==> src/rtl/alu_pkg.sv <==
// Shared ALU definitions: select encoding, widths and the result-entry record.
package alu_pkg;

    localparam int ALU_XLEN = 32;
    localparam int ALU_TAGW = 5;

    typedef enum logic [3:0] {
        ALU_ADD  = 4'b0000,
        ALU_SUB  = 4'b0001,
        ALU_SLL  = 4'b0010,
        ALU_SLT  = 4'b0011,
        ALU_SLTU = 4'b0100,
        ALU_XOR  = 4'b0101,
        ALU_SRL  = 4'b0110,
        ALU_SRA  = 4'b0111,
        ALU_OR   = 4'b1000,
        ALU_AND  = 4'b1001
    } alu_sel_e;

    localparam logic [3:0] ALU_SEL_MAX = ALU_AND;

    typedef struct packed {
        logic [ALU_XLEN-1:0] result;
        logic [ALU_TAGW-1:0] tag;
        logic                err;
    } alu_entry_t;

    // True when the select is one of the defined alu operations (ADD..AND).
    function automatic logic sel_is_legal(input logic [3:0] sel);
        return sel <= ALU_SEL_MAX;
    endfunction

endpackage

==> src/rtl/alu_exec_ctrl_result_fifo.sv <==
// In-order result FIFO: DEPTH entries, push/pop, occupancy count, sync reset and clear.
module result_fifo
    import alu_pkg::*;
#(
    parameter int  DEPTH   = 2,
    parameter type entry_t = alu_entry_t,
    localparam int PW      = $clog2(DEPTH),
    localparam int CW      = $clog2(DEPTH + 1)
) (
    input  logic          clk,
    input  logic          rst,
    input  logic          clear_i,
    input  logic          push_i,
    input  entry_t        push_data_i,
    input  logic          pop_i,
    output entry_t        head_o,
    output logic          valid_o,
    output logic [CW-1:0] count_o
);

    entry_t        mem_q [DEPTH];
    logic [PW-1:0] wr_ptr_q;
    logic [PW-1:0] rd_ptr_q;
    logic [CW-1:0] count_q;

    // Pointer and count bookkeeping; clear has the same effect as reset.
    // NOTE: sequential state uses non-blocking assignments so every flop samples pre-edge values.
    always_ff @(posedge clk) begin
        if (rst || clear_i) begin
            wr_ptr_q <= '0;
            rd_ptr_q <= '0;
            count_q  <= '0;
        end else begin
            if (push_i) wr_ptr_q <= wr_ptr_q + PW'(1);
            if (pop_i)  rd_ptr_q <= rd_ptr_q + PW'(1);
            case ({push_i, pop_i})
                2'b10:   count_q <= count_q + CW'(1);
                2'b01:   count_q <= count_q - CW'(1);
                default: count_q <= count_q;
            endcase
        end
    end

    // Entry storage written at the tail pointer.
    // NOTE: storage is not reset; the head output is masked to zero whenever the FIFO is empty.
    always_ff @(posedge clk) begin
        if (push_i) mem_q[wr_ptr_q] <= push_data_i;
    end

    assign valid_o = (count_q != '0);
    assign head_o  = valid_o ? mem_q[rd_ptr_q] : '0;
    assign count_o = count_q;

endmodule

==> src/rtl/alu_exec_ctrl.sv <==
// Execute-stage controller: registers requests onto the alu inputs, captures
// aluOut one cycle later and queues {result, tag, err} for in-order writeback.
module alu_exec_ctrl
    import alu_pkg::*;
#(
    parameter int XLEN  = ALU_XLEN,
    parameter int TAGW  = ALU_TAGW,
    parameter int DEPTH = 2
) (
    input  logic            clk,
    input  logic            rst,
    input  logic            flush,
    input  logic            req_valid,
    output logic            req_ready,
    input  logic [XLEN-1:0] req_opA,
    input  logic [XLEN-1:0] req_opB,
    input  logic [3:0]      req_sel,
    input  logic [TAGW-1:0] req_tag,
    output logic [XLEN-1:0] alu_opA,
    output logic [XLEN-1:0] alu_opB,
    output logic [3:0]      alu_sel,
    input  logic [XLEN-1:0] alu_out,
    output logic            rsp_valid,
    input  logic            rsp_ready,
    output logic [XLEN-1:0] rsp_result,
    output logic [TAGW-1:0] rsp_tag,
    output logic            rsp_err
);

    localparam int CW = $clog2(DEPTH + 1);

    typedef struct packed {
        logic [XLEN-1:0] result;
        logic [TAGW-1:0] tag;
        logic            err;
    } entry_t;

    logic            issue_valid_q;
    logic            issue_err_q;
    logic [TAGW-1:0] issue_tag_q;
    logic [XLEN-1:0] opa_q;
    logic [XLEN-1:0] opb_q;
    logic [3:0]      sel_q;

    logic [CW-1:0]   fifo_count;
    logic [CW:0]     occupancy;
    logic            fifo_valid;
    logic            accept;
    logic            pop;
    entry_t          push_data;
    entry_t          head;

    // Every op in flight reserves a FIFO slot, so capture can never stall.
    assign occupancy = {1'b0, fifo_count} + (CW+1)'(issue_valid_q);
    assign req_ready = occupancy < (CW+1)'(DEPTH);
    assign accept    = req_valid && req_ready;
    assign pop       = fifo_valid && rsp_ready;

    // Issue register: loads on accept, otherwise holds alu_* steady; flush wins over accept.
    always_ff @(posedge clk) begin
        if (rst || flush) begin
            issue_valid_q <= 1'b0;
            issue_err_q   <= 1'b0;
            issue_tag_q   <= '0;
            opa_q         <= '0;
            opb_q         <= '0;
            sel_q         <= ALU_ADD;
        end else begin
            issue_valid_q <= accept;
            if (accept) begin
                opa_q       <= req_opA;
                opb_q       <= req_opB;
                sel_q       <= sel_is_legal(req_sel) ? req_sel : ALU_ADD;
                issue_tag_q <= req_tag;
                issue_err_q <= !sel_is_legal(req_sel);
            end
        end
    end

    // Build the FIFO entry from the alu output; illegal selects store a zero result.
    // NOTE: the whole struct gets a default first so no field can infer a latch.
    always_comb begin
        push_data        = '0;
        push_data.result = issue_err_q ? '0 : alu_out;
        push_data.tag    = issue_tag_q;
        push_data.err    = issue_err_q;
    end

    result_fifo #(
        .DEPTH   (DEPTH),
        .entry_t (entry_t)
    ) u_result_fifo (
        .clk         (clk),
        .rst         (rst),
        .clear_i     (flush),
        .push_i      (issue_valid_q),
        .push_data_i (push_data),
        .pop_i       (pop),
        .head_o      (head),
        .valid_o     (fifo_valid),
        .count_o     (fifo_count)
    );

    assign alu_opA    = opa_q;
    assign alu_opB    = opb_q;
    assign alu_sel    = sel_q;
    assign rsp_valid  = fifo_valid;
    assign rsp_result = head.result;
    assign rsp_tag    = head.tag;
    assign rsp_err    = head.err;

endmodule
==> config.mk <==
export PLATFORM = sky130hd
export DESIGN_NAME = alu_exec_ctrl
export DESIGN_NICKNAME = d
export VERILOG_FILES = /design/src/rtl/alu_pkg.sv /design/src/rtl/alu_exec_ctrl_result_fifo.sv /design/src/rtl/alu_exec_ctrl.sv
export SDC_FILE = /design/constraint.sdc
export NUM_CORES = 1
export LEC_CHECK = 0
export CAP_MARGIN = 0
export CELL_PAD_IN_SITES_DETAIL_PLACEMENT = 0
export CELL_PAD_IN_SITES_GLOBAL_PLACEMENT = 1
export CORE_MARGIN = 3
export CORE_UTILIZATION = 34
export DETAILED_ROUTE_END_ITERATION = 8
export PLACE_DENSITY = 0.91
export RECOVER_POWER = 25
export SYNTH_ARGS = -nofsm -noshare
export SYNTH_HDL_FRONTEND = slang
export SYNTH_SLANG_ARGS = --single-unit
==> constraint.sdc <==
create_clock -name clk -period 3.1 [get_ports clk]
set_input_delay 0.62 -clock clk [delete_from_list [all_inputs] [get_ports clk]]
set_output_delay 0.62 -clock clk [all_outputs]
set_load 0.03 [all_outputs]
==> impl_metrics.py <==
metrics = {
    "run_status": {
        "status": "finished, violations left",
        "violations": "capacitance limit, slew limit",
    },
    "route": {
        "vias": 4923,
        "routed_wl_um": 16100,
        "drt_iter0_drc": 201,
        "viasPerCell": 4.94,
        "route.detailed.drc": 0,
        "antenna_left": 0,
        "drt_pass1_iterations": 4,
        "wl_per_cell_um": 16.2,
    },
    "synthesis": {
        "synth_top_area_share_pct": 37.3,
        "synthCells": 564,
        "yosysWarnings": 0,
        "synthTopCellsByCount": "80 x dfxtp_1, 76 x edfxtp_1, 75 x a21oi_1",
        "syn_nets": 675,
        "synth_edf_count": 76,
        "ys_ff_latch": 156,
        "synth_most_common_cell": "dfxtp_1",
        "synth_ff_type": "dfxtp_1",
        "seq_area_frac_synth_pct": 63.5,
        "synthesis.area_um2": 6120,
        "ys_async_sr_fraction_pct": 0,
        "avgSynthCellArea_um2": 10.9,
        "synth.area.top_cells": "edfxtp_1 37%, dfxtp_1 26%, mux2i_1 6.2%",
        "synth_top_area_cell": "edfxtp_1",
        "synth_cell_types": 26,
    },
    "grt": {
        "grt_max_degree": 77,
        "grt_overflow": 0,
        "antenna_found_initial": 0,
        "grt.total_usage_pct": 16.4,
        "grt_pass1_wl_um": 25600,
        "grt_pass1_vias": 4772,
    },
    "cts": {
        "cts_hold_buffers": 0,
        "cts_tree": "done",
        "cts_root_buf": "clkbuf_16",
        "insertion_delay_ns": 0.41,
        "clk_pin_slew_ns": 0.06,
        "clkSinkCount": 156,
        "cts_buffers": 17,
        "cts.path.max_buffers": 2,
        "post_cts_buffers": 0,
        "cts_max_level": 4,
        "cts_resized": 0,
    },
    "min_path": {
        "hp-start": "issue_tag_q[1]",
        "hold_path.class": "reg2reg",
    },
    "floorplanning": {
        "row_count": 48,
        "ios": 218,
        "die_h_um": 140,
        "fp.dieArea_um2": 19600,
        "fp.dieW_um": 140,
        "initial_utilization_pct": 35.0,
        "coreArea_um2": 17500,
    },
    "pwr": {
        "leakage_nw": 3.03,
        "power_density_nw_per_um2": 534,
        "vdd_drop_max_mv": 0.351,
    },
    "sta": {
        "tightest_slew_ns": 1.72,
        "skew_ns": 0.00843,
        "rsz0062_at_grt": "no",
        "period_share_pct": 90.9,
        "setup_viol": 0,
        "fmax_mhz": 355,
        "slew_headroom_pct": -14.9,
        "finalHoldViolCount": 0,
        "fin_setup_tns_ns": 0,
        "holdWs_ns": 0.452,
        "fin_crit_ns": 2.82,
        "slew_viol_final": 58,
        "layout_setup_ws_ns": 0.283,
    },
    "critical_path": {
        "worst-setup-path-type": "reg2out",
        "arrival_ns": 2.20,
        "crit_fanout": 26,
        "r2r_start": "issue_valid_q",
        "start_kind": "register",
        "required_ns": 2.48,
        "endpoint_kind": "output port",
    },
    "layout": {
        "area_delta_synth_final_pct": 47.9,
        "drive_gt1_share_pct": 6.36,
        "num-nets-final": 869,
        "diodes": 0,
    },
    "flow_run": {
        "max_cap_viol_count": 2,
    },
    "placed_design": {
        "port_buffers": 217,
        "dp_hpwl_um": 10400,
        "routabilityCongestion": 0.756,
        "post-place-ws_ns": 0.689,
    },
}
## area by class of cell
type,instances,area (um2)
clock inverters,15,188
fillers,1597,8420
inverters,5,18.8
clock buffers,17,425
multi-input cells,351,1980
well taps,225,282
repair buffers,227,2280
flip-flops and latches,156,3880
## sequential cells by signal, summed over array words and instances, names as in the netlist, named ones only
signal,count
alu_opA,32
alu_opB,32
alu_sel,4
issue_err_q,1
issue_tag_q,5
issue_valid_q,1
u_result_fifo.count_o,2
u_result_fifo.mem_q,76
u_result_fifo.rd_ptr_q,1
u_result_fifo.wr_ptr_q,1
## worst max-delay path: stages (launching register included)
cell,delay (ns)
dfxtp_2,0.60
buf_12,0.27
mux2i_1,0.25
nor2_1,0.06
clkdlybuf4s50_1,0.60
## placed cells by master (no fill, tap or decap), types with 3 or more instances in the layout
| master | netlist | layout |
|---|---|---|
| a21oi_1 | 75 | 75 |
| buf_12 | 0 | 3 |
| buf_4 | 9 | 6 |
| bufinv_16 | 0 | 3 |
| clkbuf_16 | 0 | 17 |
| clkdlybuf4s50_1 | 0 | 216 |
| clkinvlp_4 | 0 | 4 |
| dfxtp_1 | 80 | 79 |
| edfxtp_1 | 76 | 76 |
| inv_1 | 4 | 3 |
| mux2i_1 | 38 | 38 |
| nand3_1 | 69 | 69 |
| nor2_1 | 45 | 44 |
| nor2b_1 | 32 | 32 |
| o21ai_0 | 67 | 67 |
| o21ai_1 | 10 | 10 |
## cells by family (layout without fill, tap and decap cells)
family	count (synthesis)	after routing	share of synthesized area [%]
flops	156	156	63.5
simple gates	155	155	12.7
compound gates	153	153	12.6
buf+inv	57	264	4.35
mux	38	38	6.21
xor+xnor	4	4	0.572
fa+ha+maj	1	1	0.204
## final timing paths
kind | end | slack [ns] | depth (start not counted)
setup / recovery | rsp_result[2] | 0.28 | 4
hold / removal | u_result_fifo.mem_q[0][2] | 0.45 | 0
setup reg to reg | u_result_fifo.mem_q[0][35] | 0.66 | 3
hold reg to reg | u_result_fifo.mem_q[0][2] | 0.45 | 0
## routing by layer
metal	routed length [um]	vias to the layer above	track usage, %
met4	245	0	5.35
li1	-	2400	-
met2	7480	177	25.6
met3	1420	17	7.03
met1	7000	2329	20.6
met5	0	-	0
## metrics by stage
step | instance area, um2 | cells | power [mW] | utilization [%]
floorplan | 6120 | 564 | 2.49 | -
global placement | 8450 | 964 | 2.75 | 48.4
detailed placement | 8450 | 964 | 2.75 | 48.4
CTS | 9070 | 996 | 4.91 | 51.9
global route | 9050 | 996 | 5.04 | 51.8
finish | 9050 | 996 | 4.83 | 51.8
## power by group
group / switching [mW] / total [mW] / internal, mW
clock network: 0.850 / 2.13 / 1.28
registers: 0.0201 / 2.23 / 2.21
logic: 0.231 / 0.470 / 0.239
(Power assumes the default switching activity.)
